### src/rtl/imm_pkg.sv
// rtl/imm_pkg.sv - immediate format encodings and decode-stage occupancy/state encoding
package imm_pkg;

    localparam logic [2:0] IMM_I = 3'b000;
    localparam logic [2:0] IMM_S = 3'b001;
    localparam logic [2:0] IMM_B = 3'b010;
    localparam logic [2:0] IMM_U = 3'b011;
    localparam logic [2:0] IMM_J = 3'b100;
    localparam logic [2:0] IMM_Z = 3'b101;

    // State encoding doubles as the occupancy count.
    localparam logic [1:0] ST_EMPTY = 2'd0;
    localparam logic [1:0] ST_ONE   = 2'd1;
    localparam logic [1:0] ST_TWO   = 2'd2;

endpackage

### src/rtl/imm_extend.sv
// rtl/imm_extend.sv - combinational RISC-V immediate format decode and extension
module imm_extend
    import imm_pkg::*;
#(
    parameter int XLEN = 32
) (
    input  logic [31:0]     instr,
    input  logic [2:0]      immsrc,
    output logic [XLEN-1:0] immext,
    output logic            illegal
);

    logic [31:0] imm32;
    logic        unused_opcode;

    assign unused_opcode = ^instr[6:0];

    always_comb begin
        imm32   = '0;
        illegal = 1'b0;
        case (immsrc)
            IMM_I: imm32 = {{20{instr[31]}}, instr[31:20]};
            IMM_S: imm32 = {{20{instr[31]}}, instr[31:25], instr[11:7]};
            IMM_B: imm32 = {{19{instr[31]}}, instr[31], instr[7], instr[30:25], instr[11:8], 1'b0};
            IMM_U: imm32 = {instr[31:12], 12'b0};
            IMM_J: imm32 = {{11{instr[31]}}, instr[31], instr[19:12], instr[20], instr[30:21], 1'b0};
            IMM_Z: imm32 = {27'b0, instr[19:15]};
            default: illegal = 1'b1;
        endcase
    end

    // Bit 31 of every format already carries the right extension bit, including Z and illegal (0).
    assign immext = XLEN'($signed(imm32));

endmodule

### src/rtl/imm_decode_stage.sv
// rtl/imm_decode_stage.sv - immediate decode stage with registered output and one-entry skid buffer
module imm_decode_stage
    import imm_pkg::*;
#(
    parameter int XLEN = 32,
    parameter int TAGW = 32
) (
    input  logic            clk,
    input  logic            reset,
    input  logic            flush,
    input  logic            in_valid,
    output logic            in_ready,
    input  logic [31:0]     instr,
    input  logic [2:0]      immsrc,
    input  logic [TAGW-1:0] in_tag,
    output logic            out_valid,
    input  logic            out_ready,
    output logic [XLEN-1:0] immext,
    output logic [TAGW-1:0] out_tag,
    output logic            illegal,
    output logic [1:0]      occupancy
);

    logic [1:0]      state;
    logic [1:0]      state_next;
    logic [XLEN-1:0] dec_imm;
    logic            dec_ill;
    logic [XLEN-1:0] skid_imm;
    logic [TAGW-1:0] skid_tag;
    logic            skid_ill;
    logic            accept;
    logic            emit;
    logic            load_out;
    logic            load_skid;
    logic            skid_to_out;

    imm_extend #(.XLEN(XLEN)) u_extend (
        .instr   (instr),
        .immsrc  (immsrc),
        .immext  (dec_imm),
        .illegal (dec_ill)
    );

    assign accept    = in_valid & in_ready;
    assign emit      = out_valid & out_ready;
    assign out_valid = (state != ST_EMPTY);
    assign occupancy = state;

    // Flush wins over everything, so it also suppresses every data register load.
    always_comb begin
        state_next  = state;
        load_out    = 1'b0;
        load_skid   = 1'b0;
        skid_to_out = 1'b0;
        if (flush) begin
            state_next = ST_EMPTY;
        end else begin
            case (state)
                ST_EMPTY: begin
                    if (accept) begin
                        state_next = ST_ONE;
                        load_out   = 1'b1;
                    end
                end
                ST_ONE: begin
                    if (accept && !emit) begin
                        state_next = ST_TWO;
                        load_skid  = 1'b1;
                    end else if (accept && emit) begin
                        load_out = 1'b1;
                    end else if (emit) begin
                        state_next = ST_EMPTY;
                    end
                end
                ST_TWO: begin
                    if (emit) begin
                        state_next  = ST_ONE;
                        skid_to_out = 1'b1;
                    end
                end
                default: state_next = ST_EMPTY;
            endcase
        end
    end

    // in_ready is a flop so upstream never sees a combinational path from out_ready.
    always_ff @(posedge clk or posedge reset) begin
        if (reset) begin
            state    <= ST_EMPTY;
            in_ready <= 1'b1;
        end else begin
            state    <= state_next;
            in_ready <= (state_next != ST_TWO);
        end
    end

    always_ff @(posedge clk or posedge reset) begin
        if (reset) begin
            immext  <= '0;
            out_tag <= '0;
            illegal <= 1'b0;
        end else if (load_out) begin
            immext  <= dec_imm;
            out_tag <= in_tag;
            illegal <= dec_ill;
        end else if (skid_to_out) begin
            immext  <= skid_imm;
            out_tag <= skid_tag;
            illegal <= skid_ill;
        end
    end

    always_ff @(posedge clk or posedge reset) begin
        if (reset) begin
            skid_imm <= '0;
            skid_tag <= '0;
            skid_ill <= 1'b0;
        end else if (load_skid) begin
            skid_imm <= dec_imm;
            skid_tag <= in_tag;
            skid_ill <= dec_ill;
        end
    end

endmodule

### config.mk
export PLATFORM = sky130hd
export DESIGN_NAME = imm_decode_stage
export DESIGN_NICKNAME = d
export VERILOG_FILES = /design/src/rtl/imm_pkg.sv /design/src/rtl/imm_extend.sv /design/src/rtl/imm_decode_stage.sv
export SDC_FILE = /design/constraint.sdc
export NUM_CORES = 1
export LEC_CHECK = 0
export ABC_AREA = 1
export CORE_MARGIN = 2
export CORE_UTILIZATION = 50
export CTS_CLUSTER_SIZE = 28
export DETAILED_ROUTE_END_ITERATION = 16
export PLACE_DENSITY = 0.92
export SLEW_MARGIN = 20
export SYNTH_ARGS = -nofsm -noshare
export SYNTH_HDL_FRONTEND = slang
export SYNTH_SLANG_ARGS = --single-unit
export TNS_END_PERCENT = 50
### constraint.sdc
create_clock -name clk -period 6.1 [get_ports clk]
set_clock_uncertainty 0.2 [all_clocks]
set_input_delay 1.22 -clock clk [delete_from_list [all_inputs] [get_ports clk]]
set_output_delay 1.22 -clock clk [all_outputs]
set_load 0.01 [all_outputs]
==> qor.txt <==
Setup TNS: 0 ns
Max Root-Sink Buffers: 2
Post-DR wirelength/cell: 14.7 µm
Peak supply drop: 0.000220 V
Num CTS Buffers: 17
Global placement routability congestion: 0.825
Pin count of the biggest net entering global routing: 80
Post-Syn Instances: 788
Synth Flop Type: dfrtp_1
Final setup vio count: 0
Final HPWL DP: 9640 µm
Maxcap violations: 0
Hold crit path type: reg2reg
DRC: 0
Worst skew pair latency: 0.41 ns
Post-synthesis instance area: 0.00609 mm²
IO Pins: 141
Arr. time, crit path: 3.71 ns
Postcts setup bufs: 0
Total power draw: 2.89 mW
Syn Nets: 860
Site Rows: 40
Ranking of synthesized cells by area: dfrtp_1 (54%), nand2_1 (25%), nand3_1 (7.6%), inv_1 (2.0%), o21ai_0 (1.9%)
Port buffer count: 133
Yosys warning count: 0
Ant. Diodes: 0
Post-synth EDFFs: 0
Static leakage: 4.02 nW
Status: finished clean
GRT Util Overall: 25.0%
RSZ-0062 raised after global routing: false
Ys async rst share: 100%
Final hold vios: 0
Worst Reg2Reg Path Length in Cells: 8
Initial DRC count: 668
Die W: 114 µm
Clock transition at the registers of the reported paths: 0.06 ns
Max Slew Vio Count: 0
Number of distinct library cells after synthesis: 20
Starting Density: 50.9%
Grt ovf: 0
Hold Buf Count CTS: 0
Die H: 114 µm
Vias/cell: 5.26
Root Driver: clkbuf_16
Hold depth: 2
Clock sink total: 133
Crit path capture type: flip-flop
Layout cells sized above 1: 5.57%
Final #Nets: 976
Top-count cell post-synth: nand2_1
Initial antenna violation count: 0
Die Footprint: 0.0131 mm²
Area leader, netlist: dfrtp_1
Crit path launch type: input port
Vias in the first global route: 5,247
Initial DRT Pass Iterations: 5
Setup CP Type: in2reg
Core area: 0.0120 mm²
Synth Register Bits: 133
Post-route ant nets: 0
First-pass GRT wire length: 25,600 µm
Synth Area per Inst: 7.72 µm²
Peak Freq: 0.276 GHz
Post-CTS resize count: 0
Required @ worst endpoint: 6.19 ns
Slew HR: 31.7%
Final Cycle Share: 59.4%
Area grow syn2layout: 31.4%
Synth cell count leaders: nand2_1 (411), dfrtp_1 (132), nand3_1 (92)
CTS tree: yes
Top cell type's share of synthesized area: 54.3%
Fin crit period: 3.62 ns
Crit Path Max Fanout: 75
Sequential share of the synthesized area: 54.7%
Total routed wirelength: 15,600 µm
PD cells: 361 mW/mm²
Total number of vias: 5,592
CTS H-Tree Depth: 4
Pin slew with the least headroom to its limit: 1.02 ns
==> area by class of cell <==
| type | count | area, µm² |
|---|---|---|
| well taps | 147 | 184 |
| multi-input cells | 572 | 2360 |
| fillers | 914 | 3970 |
| repair buffers | 139 | 1380 |
| flip-flops and latches | 133 | 3330 |
| clock inverters | 9 | 128 |
| clock buffers | 22 | 464 |
| inverters | 41 | 156 |
==> report_power, final <==
| part | internal [mW] | switching [mW] | leakage (nW) |
|---|---|---|---|
| clock | 0.659 | 0.361 | 0.282 |
| combinational | 0.322 | 0.324 | 2.05 |
| sequential | 1.11 | 0.116 | 1.69 |
| total | 2.09 | 0.801 | 4.02 |
==> cell families (layout without fill, tap and decap cells) <==
logic type	after synthesis	after routing	synth area share (%)
AND/OR/NAND/NOR	524	524	34.8
flip-flops	133	133	54.7
buffers and inverters	83	211	6.58
AO/OA/AOI/OAI	48	48	3.95
==> per-stage QoR <==
stage	hold WS [ns]	worst slack (ns)	cells	instance area, µm²	utilization [%]
after CTS	0.272	2.53	1063	8000	66.9
after global routing	0.290	2.29	1063	8000	66.9
after detailed placement	0.259	2.09	1032	7400	61.9
after floorplan	0.242	1.13	788	6090	-
final	0.268	2.48	1063	8000	66.9
after global placement	0.253	2.11	1032	7400	61.9
==> registers in the layout, indices dropped and copies added (netlist names) <==
signal / cells
illegal: 1
immext: 32
in_ready: 1
occupancy: 2
out_tag: 32
skid_ill: 1
skid_imm: 32
skid_tag: 32
==> critical path: stages <==
cell,delay (ns)
clkdlybuf4s50_1,0.45
nand2_1,0.10
inv_1,0.10
nand3_1,0.11
nor2_4,0.11
buf_4,0.64
inv_2,0.64
nand2_1,0.22
nand2_1,0.08
==> path summary, 6_finish.rpt <==
check                      slack (ns)           end          from
min reg2reg                      0.27  skid_tag[24]  skid_tag[24]
max in group asynchronous        3.57      in_ready         reset
min                              0.27  skid_tag[24]  skid_tag[24]
max reg2reg                      3.23  skid_tag[17]      in_ready
max                              2.48  skid_tag[17]      in_valid
min in group asynchronous        1.08   out_tag[27]         reset
==> layout by cell type, fill, tap and decap left out, types with 5 or more instances in the layout <==
| cell type | Yosys | routed |
|---|---|---|
| o21ai_0 | 23 | 23 |
| dfrtp_1 | 132 | 132 |
| inv_1 | 33 | 32 |
| a21oi_1 | 10 | 10 |
| nand3_1 | 92 | 92 |
| nand2_1 | 411 | 410 |
| buf_4 | 4 | 6 |
| o21ai_1 | 15 | 15 |
| clkbuf_16 | 0 | 17 |
| clkdlybuf4s50_1 | 0 | 133 |
| nor2_1 | 10 | 10 |
| nand2_2 | 4 | 5 |
| inv_2 | 7 | 7 |
==> per-layer routing <==
| metal | part of all wire [%] | track usage, % | wire length (µm) | vias to the layer above |
|---|---|---|---|---|
| met2 | 48 | 40.6 | 7470 | 223 |
| met1 | 43 | 33.3 | 6710 | 2642 |
| met3 | 7.1 | 5.51 | 1110 | 27 |
| met5 | 0 | 0 | 0 | - |
| met4 | 2.0 | 9.11 | 316 | 0 |
| li1 | - | - | - | 2700 |
(Power assumes the default switching activity.)
